`config.mk`:
```
export PLATFORM = sky130hd
export DESIGN_NAME = fpu_csr_queue
export DESIGN_NICKNAME = d
export VERILOG_FILES = /design/src/rtl/fpu_csr_queue.sv
export SDC_FILE = /design/constraint.sdc
export NUM_CORES = 1
export LEC_CHECK = 0
export ABC_AREA = 1
export BUFFER_PORTS_ARGS = -buffer_cell sky130_fd_sc_hd__buf_2
export CAP_MARGIN = 10
export CORE_UTILIZATION = 60
export DETAILED_ROUTE_END_ITERATION = 10
export MAX_ROUTING_LAYER = met4
export PLACE_DENSITY = 0.88
export SLEW_MARGIN = 40
export SYNTH_ARGS = -nofsm -noshare
export SYNTH_HDL_FRONTEND = slang
export SYNTH_SLANG_ARGS = --single-unit
```
`constraint.sdc`:
```
create_clock -name Clk -period 7.92 [get_ports Clk]
set_input_delay 1.584 -clock Clk [delete_from_list [all_inputs] [get_ports Clk]]
set_output_delay 1.584 -clock Clk [all_outputs]
set_load 0.1 [all_outputs]
```
`src/rtl/fpu_csr_queue.sv`:
```
// fpu_csr_queue: memory-mapped FPU front end with queued commands and results.
// Ports:
//   Clk, RstN                 clock, asynchronous active-low reset
//   ChipSelect/Write/Read     bus strobes, Address selects one of eight registers
//   WriteData / ReadData      bus data in / registered bus data out
//   a_operand/b_operand/Operation, fpu_valid, fpu_ready   command handshake to the FPU
//   fpu_res_valid, FPU_Output, Exception/Overflow/Underflow   result pulse from the FPU
//   Irq                       registered interrupt
module fpu_csr_queue #(
   parameter int DATA_W = 32,
   parameter int OP_W   = 4,
   parameter int DEPTH  = 4
) (
   input  logic              Clk,
   input  logic              RstN,
   input  logic              ChipSelect,
   input  logic              Write,
   input  logic              Read,
   input  logic [2:0]        Address,
   input  logic [DATA_W-1:0] WriteData,
   output logic [DATA_W-1:0] ReadData,
   output logic [DATA_W-1:0] a_operand,
   output logic [DATA_W-1:0] b_operand,
   output logic [OP_W-1:0]   Operation,
   output logic              fpu_valid,
   input  logic              fpu_ready,
   input  logic              fpu_res_valid,
   input  logic [DATA_W-1:0] FPU_Output,
   input  logic              Exception,
   input  logic              Overflow,
   input  logic              Underflow,
   output logic              Irq
);
   localparam int AW = $clog2(DEPTH);
   localparam int CW = 2*DATA_W + OP_W;
   localparam int RW = DATA_W + 3;
   localparam logic [AW:0] FULL = (AW+1)'(DEPTH);

   typedef enum logic [1:0] {S_IDLE, S_ISSUE, S_WAIT} state_t;
   state_t r_state, w_state_n;

   logic [CW-1:0]     r_cmd_mem [DEPTH];
   logic [RW-1:0]     r_res_mem [DEPTH];
   logic [AW-1:0]     r_cmd_wp, r_cmd_rp, r_res_wp, r_res_rp;
   logic [AW:0]       r_cmd_cnt, r_res_cnt;
   logic [DATA_W-1:0] r_a, r_b;
   logic [OP_W-1:0]   r_op;
   logic              r_irq_en, r_cmd_ovf, r_res_unf, r_discard;

   logic              w_wr, w_rd, w_cmd_wr, w_cmd_push, w_cmd_ovf_set, w_flush;
   logic              w_issue, w_res_rd, w_res_pop, w_res_unf_set, w_res_push;
   logic              w_flags_wr;
   logic [CW-1:0]     w_cmd_head;
   logic [RW-1:0]     w_res_head;
   logic [DATA_W-1:0] w_status, w_rd_val;

   assign w_wr          = ChipSelect & Write;
   assign w_rd          = ChipSelect & Read;
   assign w_cmd_wr      = w_wr & (Address == 3'd3);
   // Fullness uses the count before any same-cycle issue pop.
   assign w_cmd_push    = w_cmd_wr & (r_cmd_cnt != FULL);
   assign w_cmd_ovf_set = w_cmd_wr & (r_cmd_cnt == FULL);
   assign w_flush       = w_wr & (Address == 3'd6) & WriteData[1];
   assign w_flags_wr    = w_wr & (Address == 3'd7);
   // Issue only when a result slot is free, so the later push can never overflow.
   assign w_issue       = (r_state == S_IDLE) & (r_cmd_cnt != '0) & (r_res_cnt != FULL);
   assign w_res_rd      = w_rd & (Address == 3'd4);
   assign w_res_pop     = w_res_rd & (r_res_cnt != '0);
   assign w_res_unf_set = w_res_rd & (r_res_cnt == '0);
   assign w_res_push    = (r_state == S_WAIT) & fpu_res_valid & ~r_discard;
   assign w_cmd_head    = r_cmd_mem[r_cmd_rp];
   assign w_res_head    = r_res_mem[r_res_rp];
   assign fpu_valid     = (r_state == S_ISSUE);

   always_comb begin
      w_state_n = r_state;
      case (r_state)
         S_IDLE:  w_state_n = w_issue ? S_ISSUE : S_IDLE;
         S_ISSUE: w_state_n = fpu_ready ? S_WAIT : S_ISSUE;
         S_WAIT:  w_state_n = fpu_res_valid ? S_IDLE : S_WAIT;
         default: w_state_n = S_IDLE;
      endcase
   end

   always_comb begin
      w_status        = '0;
      w_status[0]     = (r_cmd_cnt == '0);
      w_status[1]     = (r_cmd_cnt == FULL);
      w_status[2]     = (r_res_cnt == '0);
      w_status[3]     = (r_res_cnt == FULL);
      w_status[4]     = (r_state != S_IDLE);
      w_status[5]     = r_cmd_ovf;
      w_status[6]     = r_res_unf;
      w_status[9:7]   = (r_res_cnt != '0) ? w_res_head[RW-1:DATA_W] : 3'b000;
      w_status[23:16] = 8'(r_cmd_cnt);
      w_status[31:24] = 8'(r_res_cnt);
      w_rd_val        = '0;
      case (Address)
         3'd0:    w_rd_val = r_a;
         3'd1:    w_rd_val = r_b;
         3'd2:    w_rd_val = DATA_W'(r_op);
         3'd4:    w_rd_val = (r_res_cnt != '0) ? w_res_head[DATA_W-1:0] : '0;
         3'd5:    w_rd_val = w_status;
         3'd6:    w_rd_val = DATA_W'(r_irq_en);
         3'd7:    w_rd_val = DATA_W'({r_res_unf, r_cmd_ovf});
         default: w_rd_val = '0;
      endcase
   end

   always_ff @(posedge Clk) begin
      if (w_cmd_push)
         r_cmd_mem[r_cmd_wp] <= {r_a, r_b, r_op};
      if (w_res_push)
         r_res_mem[r_res_wp] <= {Underflow, Overflow, Exception, FPU_Output};
   end

   always_ff @(posedge Clk or negedge RstN) begin
      if (!RstN) begin
         r_state   <= S_IDLE;
         r_cmd_wp  <= '0;
         r_cmd_rp  <= '0;
         r_res_wp  <= '0;
         r_res_rp  <= '0;
         r_cmd_cnt <= '0;
         r_res_cnt <= '0;
         r_a       <= '0;
         r_b       <= '0;
         r_op      <= '0;
         r_irq_en  <= 1'b0;
         r_cmd_ovf <= 1'b0;
         r_res_unf <= 1'b0;
         r_discard <= 1'b0;
         ReadData  <= '0;
         a_operand <= '0;
         b_operand <= '0;
         Operation <= '0;
         Irq       <= 1'b0;
      end else begin
         r_state   <= w_state_n;
         r_cmd_wp  <= w_flush ? '0 : r_cmd_wp + AW'(w_cmd_push);
         r_cmd_rp  <= w_flush ? '0 : r_cmd_rp + AW'(w_issue);
         r_res_wp  <= w_flush ? '0 : r_res_wp + AW'(w_res_push);
         r_res_rp  <= w_flush ? '0 : r_res_rp + AW'(w_res_pop);
         r_cmd_cnt <= w_flush ? '0 : r_cmd_cnt + (AW+1)'(w_cmd_push) - (AW+1)'(w_issue);
         r_res_cnt <= w_flush ? '0 : r_res_cnt + (AW+1)'(w_res_push) - (AW+1)'(w_res_pop);
         if (w_wr && Address == 3'd0)
            r_a <= WriteData;
         if (w_wr && Address == 3'd1)
            r_b <= WriteData;
         if (w_wr && Address == 3'd2)
            r_op <= WriteData[OP_W-1:0];
         if (w_wr && Address == 3'd6)
            r_irq_en <= WriteData[0];
         // A new event wins over a same-cycle clear.
         r_cmd_ovf <= w_cmd_ovf_set | (r_cmd_ovf & ~(w_flags_wr & WriteData[0]));
         r_res_unf <= w_res_unf_set | (r_res_unf & ~(w_flags_wr & WriteData[1]));
         // A flush marks any command already handed to the FPU so its result is dropped.
         r_discard <= (w_state_n == S_IDLE) ? 1'b0 : (r_discard | w_flush);
         if (w_rd)
            ReadData <= w_rd_val;
         if (w_issue)
            {a_operand, b_operand, Operation} <= w_cmd_head;
         Irq <= r_irq_en & ((r_res_cnt != '0) | r_cmd_ovf | r_res_unf);
      end
   end
endmodule
```
# Word level (Yosys, flattened, before mapping)
# Memory sizes are Yosys's and may differ from the RTL's. A register that Yosys moved wholly into a read port is not among the register bits.
# Index checks and enable logic that the tools add are counted.
# Widths: inputs -> output; s select.
[totals] ram_bits=412 output_inout_bits=102 inputBits=77 reg_bits=121 memories=2
[op_classes] eq_ne=13 bitwise=28 addsub=8 n_mux=18 n_reduce_logical=13
[mem_list] name="r_cmd_mem" words=4 word_bits=68 rd=1 rd_clocked_by_memory_dff=1 wr=1 line="42" rtl="logic [CW-1:0] r_cmd_mem [DEPTH];"
[mem_list] name="r_res_mem" words=4 word_bits=35 rd=1 rd_clocked_by_memory_dff=0 wr=1 line="43" rtl="logic [RW-1:0] r_res_mem [DEPTH];"
[op_table] op="$pmux 32 s7" count=1
[op_table] op="$mux 32" count=1
[op_table] op="$and 1x1->1" count=20
[op_table] op="$eq 3x3->1 const B" count=6
[op_table] op="$mux 2" count=6
[op_table] op="$logic_not 3->1" count=3
[op_table] op="$mux 3" count=3
[op_table] op="$add 2x1->2" count=4
[op_table] op="$add 3x1->3" count=2
[op_table] op="$eq 3x2->1 const B" count=2
[op_table] op="$mux 1" count=6
[op_table] op="$ne 3x3->1 const B" count=2
[op_table] op="$pmux 2 s3" count=1
[op_table] op="$reduce_bool 3->1" count=2
[op_table] op="$sub 3x1->3" count=2
[op_table] op="$or 1x1->1" count=5
[op_table] op="$logic_and 1x1->1" count=4
[op_table] op="$logic_not 2->1" count=2
[op_table] op="$eq 3x1->1 const B" count=1
[op_table] op="$not 1->1" count=3
[op_table] op="$eq 2x1->1 const B" count=1
[op_table] op="$eq 2x2->1 const B" count=1
[op_table] op="$reduce_bool 2->1" count=1
[op_table] op="$logic_not 1->1" count=1

# Longest topological paths before layout
[logic_depth] word_depth=7 ltp_mapped=11 mapped_depth_nobuf=11

# Worst setup path before layout
# OpenSTA, ideal clock, no wires.
[synth_path] kind="input to register" from="in Write" to="mem r_cmd_mem[0][0] in the netlist's numbering, enable pin" t_arrival_ns=6.814 path_buffers=0 slack_ns=0.528 stages=6 required_time_ns=7.342 path_cell_list="nand2_1 > inv_1 > nand4_1 > nor2_1 > inv_1 > nor3_1"
[synth_between] elab_chain_cells=5
[synth_lines] item="start: declaration" line="17" rtl="input logic Write,"
[synth_lines] item="$and 1x1->1" line="57" rtl="assign w_wr = ChipSelect & Write;"
[synth_lines] item="$and 1x1->1" line="59" rtl="assign w_cmd_wr = w_wr & (Address == 3'd3);"
[synth_lines] item="$and 1x1->1" line="61" rtl="assign w_cmd_push = w_cmd_wr & (r_cmd_cnt != FULL);"
[synth_lines] item="$mux 1" line="111" rtl="if (w_cmd_push)"
[synth_lines] item="$mux 1 (implied by the code)" line="112" rtl="r_cmd_mem[r_cmd_wp] <= {r_a, r_b, r_op};"
[synth_lines] item="end: declaration" line="42"
# No other way between the ends.

# Worst setup path in the final report
[layout_path] from="in ChipSelect" to="mem r_cmd_mem[3][23] in the netlist's numbering, enable pin"
[layout_between] elab_chain_cells=5
[layout_lines] item="start: declaration" line="16" rtl="input logic ChipSelect,"
[layout_lines] item="$and 1x1->1" line="57"
[layout_lines] item="$and 1x1->1" line="59"
[layout_lines] item="$and 1x1->1" line="61"
[layout_lines] item="$mux 1" line="111"
[layout_lines] item="$mux 1 (implied by the code)" line="112"
# No other way between the ends.

==> results.sh <==
export IMPL_timing_slew_headroom=0.420
export IMPL_grt_pass1_wl_um=85800
export IMPL_switching_share=0.426
export IMPL_synth_xor_area_share=0.00296
export IMPL_worst_path_buf_inv=4
export IMPL_layout_common_cells="nand2_1 (556), edfxtp_1 (412), o21ai_0 (217), dfrtp_1 (186), buf_2 (177)"
export IMPL_drt_iter0_drc=1928
export IMPL_numCtsBuffers=55
export IMPL_grt_overflow=0
export IMPL_hpwl_um=34000
export IMPL_htree_num_levels=2
export IMPL_vias=16000
export IMPL_crit_top_cell="inv_1"
export IMPL_crit_path_end_kind="flop"
export IMPL_p_leak_nw=11.5
export IMPL_crit_chain="buf_2 > nand2_1 > inv_1 > nand4_1 > nor2_1 > inv_1 > nor3_4 > buf_4"
export IMPL_initial_core_util=0.610
export IMPL_syn_area_mm2=0.0237
export IMPL_cts_root_buffer="clkbuf_16"
export IMPL_antenna_found_initial=1
export IMPL_drc=0
export IMPL_synthMuxAreaShare=0.0287
export IMPL_p_sw_mw=4.57
export IMPL_final_layout_size_suffix_gt1_frac=0.138
export IMPL_synthSimpleGateAreaFrac=0.130
export IMPL_ios=179
export IMPL_synth_compound_area_frac=0.0696
export IMPL_setup_viol=0
export IMPL_rsz0062_at_grt="false"
export IMPL_synth_seq_area_share=0.722
export IMPL_setup_tns_ns=0
export IMPL_cap_viol_max_count=0
export IMPL_combPwrFrac=0.364
export IMPL_powerDensity_mw_per_mm2=400
export IMPL_nets=2261
export IMPL_grt_max_degree=115
export IMPL_grt_total_usage=0.286
export IMPL_drt_wirelength_per_cell_um=20.2
export IMPL_core_mm2=0.0388
export IMPL_syn_area_per_cell_um2=11.7
export IMPL_die_x_um=201
export IMPL_wirelength_um=55400
export IMPL_postCtsResizedCells=0
export IMPL_syn_inst=2019
export IMPL_required_ns=8.13
export IMPL_cts_tree="yes"
export IMPL_grt_pass1_vias=15600
export IMPL_min_delay_path_class="flop to flop"
export IMPL_die_y_um=201
export IMPL_holdBufCountCts=0
export IMPL_clock_sinks=601
export IMPL_ys_ff_latch=601
export IMPL_final_common_cell="nand2_1"
export IMPL_portBuffers=178
export IMPL_p_int_mw=6.17
export IMPL_start_kind="primary input"
export IMPL_dr_pass1_iters=6
export IMPL_synth_cell_types=30
export IMPL_max_clock_freq_mhz=265
export IMPL_slowest_delay_ns=0.80
export IMPL_hold_viol=0
export IMPL_fin_crit_ns=3.77
export IMPL_gp_congestion=0.914
export IMPL_synth_top_family_by_area="simple AND/OR/NAND/NOR gates"
export IMPL_period_share=0.477
export IMPL_cp_slowest_cell="buf_4"
export IMPL_clockPowerShare=0.243
export IMPL_synth_fa_ha_area_frac=0.00539
export IMPL_rows=72
export IMPL_syn2layout_area_growth_pct=13.3
export IMPL_via_per_inst=5.83
export IMPL_seqPwrFrac=0.393
export IMPL_worst_pin_slew_ns=0.870
export IMPL_cts_clk_slew_worst_paths_ns=0.06
export IMPL_cp_arrival_ns=3.99
export IMPL_power_total_mw=10.7
export IMPL_yosys_warnings=0
export IMPL_clock_skew_final_ns=0.0251
export IMPL_final_antenna_net_count=0
export IMPL_status="finished clean"
export IMPL_clock_path_buffers=3
export IMPL_ir_worst_vdd_v=0.000225
export IMPL_post_cts_buffers=0
export IMPL_crit_path_max_fanout=57
export IMPL_insertion_delay_ns=0.61
export IMPL_worst_setup_path_type="primary input to flop"
export IMPL_slew_violations=0
export IMPL_synth_fp_nets=2105
export IMPL_crit_family="buffers and inverters"
export IMPL_design_die_area_mm2=0.0403
worst paths after layout:
kind / start / depth (start not counted) / to / slack [ns]
setup reg to reg: r_cmd_cnt[1]$_DFF_PN0_ / 7 / r_cmd_mem[3][23]$_DFFE_PP_ / 4.94
hold reg to reg: a_operand[11]$_DFFE_PN0P_ / 2 / a_operand[11]$_DFFE_PN0P_ / 0.47
hold / removal: a_operand[11]$_DFFE_PN0P_ / 2 / a_operand[11]$_DFFE_PN0P_ / 0.47
setup / recovery: ChipSelect / 8 / r_cmd_mem[3][23]$_DFFE_PP_ / 4.15
min in group asynchronous: RstN / 1 / a_operand[24]$_DFFE_PN0P_ / 0.97
max in group asynchronous: RstN / 2 / r_cmd_rp[1]$_DFF_PN0_ / 5.78
final cells by class:
| cell class | instances | area, um^2 |
|---|---|---|
| clock inverters | 27 | 277 |
| fillers | 2571 | 12000 |
| diodes | 1 | 2.50 |
| flip-flops and latches | 601 | 17100 |
| inverters | 132 | 495 |
| well taps | 518 | 648 |
| multi-input cells | 1184 | 5670 |
| repair buffers | 201 | 1130 |
| clock buffers | 74 | 1510 |
tightest hold or removal path, cell delays in order (launching register included):
cell and delay, ns:
dfrtp_1 0.34, nand2_1 0.05, nand2_1 0.05
cells in the mapped netlist:
cell type	instances	area (um^2)
nand2_1	556	2090
edfxtp_1	412	12400
o21ai_0	217	1090
dfrtp_1	189	4730
nor2_1	171	642
inv_1	127	477
o22ai_1	71	444
mux2i_1	68	681
buf_2	41	205
nand3_1	41	205
clkbuf_1	40	150
a21oi_1	22	110
buf_4	10	75.1
nor3_1	9	45.0
buf_1	8	30.0
ha_1	7	87.6
xnor2_1	6	52.6
inv_2	4	15.0
buf_6	3	33.8
nand4_1	3	18.8
fa_1	2	40.0
nand2_2	2	12.5
nand3_2	2	20.0
xor2_1	2	17.5
and2_2	1	7.51
clkinv_1	1	3.75
nand3_4	1	17.5
nor2_2	1	6.26
o31ai_1	1	7.51
or2_2	1	6.26
routing by layer:
| layer | wire (um) | GRT usage |
|---|---|---|
| met3 | 5500 | 0.0443 |
| met1 | 21500 | 0.382 |
| met2 | 26200 | 0.443 |
| met4 | 2180 | 0.122 |
| met5 | 0 | - |
per-stage QoR:
stage               worst slack [ns]  instance area [um^2]  hold slack [ns]   util  instances
floorplan                      0.528                 23700            0.473      -       2019
global placement                3.45                 24900            0.459  0.642       2633
detailed placement              3.52                 25000            0.461  0.644       2634
CTS                             4.13                 26800            0.478  0.690       2735
global route                    3.93                 26800            0.499  0.691       2738
finish                          4.15                 26800            0.471  0.691       2738
registers in the layout (all words and copies together) (netlist names):
| signal | count |
|---|---|
| r_res_mem | 140 |
| r_cmd_cnt | 3 |
| r_op | 4 |
| r_cmd_wp | 2 |
| r_res_cnt | 3 |
| r_res_rp | 2 |
| ReadData | 32 |
| r_irq_en | 1 |
| r_a | 32 |
| r_cmd_mem | 272 |
| r_res_unf | 1 |
| b_operand | 32 |
| r_state | 2 |
| r_cmd_ovf | 1 |
| Operation | 4 |
| r_cmd_rp | 2 |
| r_discard | 1 |
| r_b | 32 |
| Irq | 1 |
| r_res_wp | 2 |
| a_operand | 32 |
cells by family (layout without fill, tap and decap cells):
| logic type | count (synthesis) | after routing |
|---|---|---|
| AOI/OAI and AO/OA | 311 | 311 |
| xor gates and xnor gates | 8 | 8 |
| adders and majority gates | 9 | 9 |
| buffers and inverters | 234 | 434 |
| DFF | 601 | 601 |
| muxes | 68 | 68 |
| other | 0 | 1 |
| and+or+nand+nor | 788 | 788 |
power by group through the flow:
stage	Sequential (mW)	Combinational, mW	Clock [mW]
final	4.22	3.91	2.61
after floorplan	5.55	1.69	0
after detailed placement	4.26	3.88	0
after global routing	4.26	4.19	2.76
after global placement	4.27	3.71	0
after CTS	4.21	3.91	2.63
Note: power is estimated with default switching activity, not from simulation.
